File: src/rtl/multi_bit_hs_tx.sv
// Source side of a four-phase multi-bit clock-domain handshake: a small FIFO
// feeds a request/acknowledge FSM that holds each payload stable until released.
module multi_bit_hs_tx #(
    parameter int unsigned DATA_WIDTH  = 8,
    parameter int unsigned DEPTH       = 4,
    parameter int unsigned SYNC_STAGES = 2
) (
    input  logic                    clka,
    input  logic                    rst_n,
    input  logic [DATA_WIDTH-1:0]   din,
    input  logic                    valid_in,
    output logic                    ready_in,
    output logic [DATA_WIDTH-1:0]   data_out,
    output logic                    req_out,
    input  logic                    ack_in,
    output logic [$clog2(DEPTH):0]  fill,
    output logic                    overflow
);
    localparam int unsigned AW = $clog2(DEPTH);
    localparam logic [AW:0] FULL_CNT = (AW+1)'(DEPTH);
    localparam logic [AW:0] PTR_ONE  = (AW+1)'(1);

    typedef enum logic [1:0] {IDLE, REQ, REL} state_t;

    logic [DATA_WIDTH-1:0]  mem_q [DEPTH];
    logic [SYNC_STAGES-1:0] sync_q, sync_d;
    logic [SYNC_STAGES-1:0] prime_q, prime_d;
    logic [AW:0]            wptr_q, wptr_d, rptr_q, rptr_d;
    logic [DATA_WIDTH-1:0]  data_q, data_d;
    logic                   req_q, req_d;
    logic                   ovf_q, ovf_d;
    state_t                 state_q, state_d;
    logic                   ack_s, wr_en, pop;

    assign ack_s    = sync_q[SYNC_STAGES-1];
    assign fill     = wptr_q - rptr_q;
    assign ready_in = (fill != FULL_CNT);
    assign data_out = data_q;
    assign req_out  = req_q;
    assign overflow = ovf_q;

    always_comb begin
        sync_d  = {sync_q[SYNC_STAGES-2:0], ack_in};
        // prime_q fills with ones once the real ack_in has reached ack_s after
        // reset, so the reset-zeroed synchronizer cannot fake a released ack.
        prime_d = {prime_q[SYNC_STAGES-2:0], 1'b1};
        wr_en   = valid_in && ready_in;
        pop     = (state_q == IDLE) && (fill != '0) && prime_q[SYNC_STAGES-1] && !ack_s;
        state_d = state_q;
        req_d   = req_q;
        data_d  = data_q;
        rptr_d  = rptr_q;
        wptr_d  = wr_en ? (wptr_q + PTR_ONE) : wptr_q;
        ovf_d   = ovf_q | (valid_in & ~ready_in);
        case (state_q)
            IDLE: if (pop) begin
                data_d  = mem_q[rptr_q[AW-1:0]];
                rptr_d  = rptr_q + PTR_ONE;
                req_d   = 1'b1;
                state_d = REQ;
            end
            REQ: if (ack_s) begin
                req_d   = 1'b0;
                state_d = REL;
            end
            REL: if (!ack_s) state_d = IDLE;
            default: begin
                req_d   = 1'b0;
                state_d = IDLE;
            end
        endcase
    end

    always_ff @(posedge clka) begin
        if (!rst_n) begin
            state_q <= IDLE;
            req_q   <= 1'b0;
            data_q  <= '0;
            wptr_q  <= '0;
            rptr_q  <= '0;
            ovf_q   <= 1'b0;
            sync_q  <= '0;
            prime_q <= '0;
        end else begin
            state_q <= state_d;
            req_q   <= req_d;
            data_q  <= data_d;
            wptr_q  <= wptr_d;
            rptr_q  <= rptr_d;
            ovf_q   <= ovf_d;
            sync_q  <= sync_d;
            prime_q <= prime_d;
        end
    end

    always_ff @(posedge clka) begin
        if (wr_en) mem_q[wptr_q[AW-1:0]] <= din;
    end
endmodule

File: config.mk
export PLATFORM = sky130hd
export DESIGN_NAME = multi_bit_hs_tx
export DESIGN_NICKNAME = d
export VERILOG_FILES = /design/src/rtl/multi_bit_hs_tx.sv
export SDC_FILE = /design/constraint.sdc
export NUM_CORES = 1
export LEC_CHECK = 0
export CAP_MARGIN = 0
export CORE_MARGIN = 5
export CORE_UTILIZATION = 55
export DETAILED_ROUTE_END_ITERATION = 8
export HOLD_SLACK_MARGIN = 0.02
export MAX_ROUTING_LAYER = met4
export PLACE_DENSITY_LB_ADDON = 0.08
export RECOVER_POWER = 25
export SLEW_MARGIN = 20
export SYNTH_ARGS = -nofsm -noshare
export SYNTH_HDL_FRONTEND = slang
export SYNTH_SLANG_ARGS = --single-unit
File: constraint.sdc
create_clock -name clka -period 6.55 [get_ports clka]
set_input_delay 1.31 -clock clka [delete_from_list [all_inputs] [get_ports clka]]
set_output_delay 1.31 -clock clka [all_outputs]
set_load 0.05 [all_outputs]
==> run_results.csv <==
group,metric,value,unit
clock_tree,cts_setup_buffers,0,
global_routing,antenna_found_initial,0,
logic_synthesis,post-synth-top-count-cell,"edfxtp_1",
sta,clock-skew-final,0.00813,ns
sta,fin_ws,2.33,ns
power,report.power.total,0.751,mW
worst_setup_path,rr_endpoint,"mem_q[3][5]",
die,rows,23,
routing,dr.pass1.iters,4,
routing,routed_wirelength,3570,µm
global_routing,grt_overflow,0,
worst_setup_path,critical_path.max_fanout,12,
layout,fin_cells,225,
logic_synthesis,synth_edf_count,32,
layout,drive_gt1_frac,0.114,
logic_synthesis,synthesis.nets,168,
sta,drv_slew,0,
clock_tree,clk_path_buf_depth,2,
placement,gp_congestion,0.714,
min_path,hold_depth,1,
clock_tree,cts-resized-gates,0,
sta,timing.setup.tns,0,ns
clock_tree,clkTransAtPathRegs,0.10,ns
worst_setup_path,crit_type,"register to primary output",
global_routing,grt.total_usage,0.153,
routing,dr_wl_met2,1970,µm
worst_setup_path,setup.worst_path.start_class,"register",
layout,final_nets,193,
logic_synthesis,yosys_warnings,0,
logic_synthesis,synthArstFlopShare,0,
placement,place_ws,2.60,ns
global_routing,grt_pass1_vias,1192,
layout,antenna_cells,0,
power,power_density,291,mW/mm²
die,ios,26,
logic_synthesis,synthFlopType,"edfxtp_1",
power,ir_drop,0.187,mV
sta,hold_viol_final,0,
die,die_h,73.1,µm
routing,drt_iter0_drc,47,
routing,wl_per_cell,15.9,µm
logic_synthesis,synth_top_cell_by_area,"edfxtp_1",
min_path,min_to,"prime_q[1]",
worst_setup_path,arrival,2.91,ns
die,dieArea,0.00534,mm²
clock_tree,clkLatencyLatePin,0.30,ns
sta,fmax,237,MHz
routing,drc,0,
logic_synthesis,synth_cell_types,29,
sta,worst_slew_pin_slew,1.33,ns
logic_synthesis,seq_area_frac_synth,0.640,
worst_setup_path,ff2ff_path_depth,4,
sta,rsz0062_at_grt,"false",
global_routing,grt_pass1_wl,5750,µm
die,die_w,73.1,µm
logic_synthesis,synth_cells,149,
logic_synthesis,synth_area,0.00219,mm²
clock_tree,cts_buffers,5,
clock_tree,h-tree-depth,2,
min_path,hold_class,"register to register",
sta,fin_crit,4.22,ns
worst_setup_path,r2r_slack,3.56,ns
routing,vias_per_cell,5.23,
placement,port_buffers,25,
routing,met3WireLength,184,µm
outcome,outcome,"finished clean",
placement,hpwl,2460,µm
global_routing,grt_start_max_net_pins,36,
layout,area_growth,17.7,%
clock_tree,clock_sinks,54,
placement,place_inst,217,
min_path,hold_path_startpoint,"prime_q[0]",
logic_synthesis,synth_seq_cells,54,
routing,ant_nets,0,
routing,top_layer,"met4",
die,fp.coreArea,0.00394,mm²
logic_synthesis,syn_avg_cell_area,14.7,µm²
clock_tree,cts_tree,"built",
logic_synthesis,synth_area_leaders,"edfxtp_1 (44%), dfxtp_1 (20%), mux4_2 (8.2%)",
sta,fin_crit_sh,0.645,
clock_tree,cts_hold_buf,0,
worst_setup_path,cp-end-kind,"primary output",
worst_setup_path,cp.required,5.24,ns
die,initial_core_util,0.555,
sta,max-slew-margin-rel,0.113,
clock_tree,root_buffer,"clkbuf_8",
routing,wl_met1,1380,µm
sta,finalSetupViolations,0,
worst_setup_path,regToRegStartpoint,"rptr_q[0]",
power,leakagePower,0.986,nW
logic_synthesis,ys_top_cells_by_count,"edfxtp_1 (32), nand2_1 (29), dfxtp_1 (22)",
routing,vias,1177,
job,cap_viol_max_count,0,
logic_synthesis,synth.top_cell.area_share,0.439,
[stage by stage]
step | area, µm² | hold slack [ns] | util
after floorplan | 2190 | 0.412 | -
after global placement | 2470 | 0.417 | 0.626
after detailed placement | 2470 | 0.423 | 0.626
after CTS | 2580 | 0.447 | 0.655
after global routing | 2580 | 0.466 | 0.654
final | 2580 | 0.442 | 0.654
[cell usage in the layout (no fill, tap or decap), types with 2 or more instances in the layout]
master | netlist | routed
edfxtp_1 | 32 | 32
nand2_1 | 29 | 29
dfxtp_1 | 22 | 22
clkdlybuf4s50_1 | 0 | 18
mux2i_1 | 13 | 13
mux4_2 | 8 | 8
and2_1 | 7 | 7
ha_1 | 6 | 6
clkbuf_8 | 0 | 6
dlygate4sd3_1 | 0 | 6
inv_1 | 4 | 4
nand2b_1 | 2 | 2
a21boi_1 | 2 | 2
xor2_1 | 2 | 2
[sequential cells by signal, summed over array words and instances (netlist names), 2 cells and up]
signal    count
rptr_q        3
wptr_q        3
state_q       2
prime_q       2
data_out      8
sync_q        2
mem_q        32
[power by group]
group	switching (mW)	internal (mW)
clock	0.106	0.110
sequential	0.0135	0.383
combinational	0.0832	0.0549
total	0.202	0.549
[worst max path at each step]
stage / from / endpoint / slack, ns / cells after the start
finish: rptr_q[0] / ready_in / 2.33 / 5
global route: rptr_q[0] / ready_in / 2.14 / 5
CTS: rptr_q[0] / ready_in / 2.26 / 5
detailed placement: rptr_q[0] / ready_in / 2.60 / 5
global placement: rptr_q[0] / ready_in / 2.67 / 5
floorplan: wptr_q[0] / ready_in / 3.32 / 5
[worst max-delay path, cell delays in order (launching register included)]
cell	delay (ns)
dfxtp_1	0.76
ha_1	0.29
fa_1	0.45
and2_1	0.23
nand2_1	0.08
clkdlybuf4s50_1	0.79
[metal layers]
layer  up-vias  GRT usage
met3         4     0.0455
met4         0     0.0430
li1        582          -
met5         -          -
met1       566      0.167
met2        25      0.268
[cells by family (layout without fill, tap and decap cells)]
group,count (synthesis),count (layout),synth area share
XOR/XNOR,3,3,0.0194
AO/OA/AOI/OAI,9,9,0.0343
flip-flops,54,54,0.640
AND/OR/NAND/NOR,44,44,0.0983
adder cells (fa/ha/maj),7,7,0.0434
buffers and inverters,11,37,0.0229
multiplexers,21,21,0.142
[area by class of cell]
type | count | area (µm²)
Sequential cell | 54 | 1400
Fill cell | 282 | 1370
Multi-Input combinational cell | 84 | 738
Timing Repair Buffer | 25 | 244
Clock buffer | 7 | 108
Tap cell | 50 | 62.6
Inverter | 4 | 15.0
Clock inverter | 1 | 8.76
(Power assumes the default switching activity.)
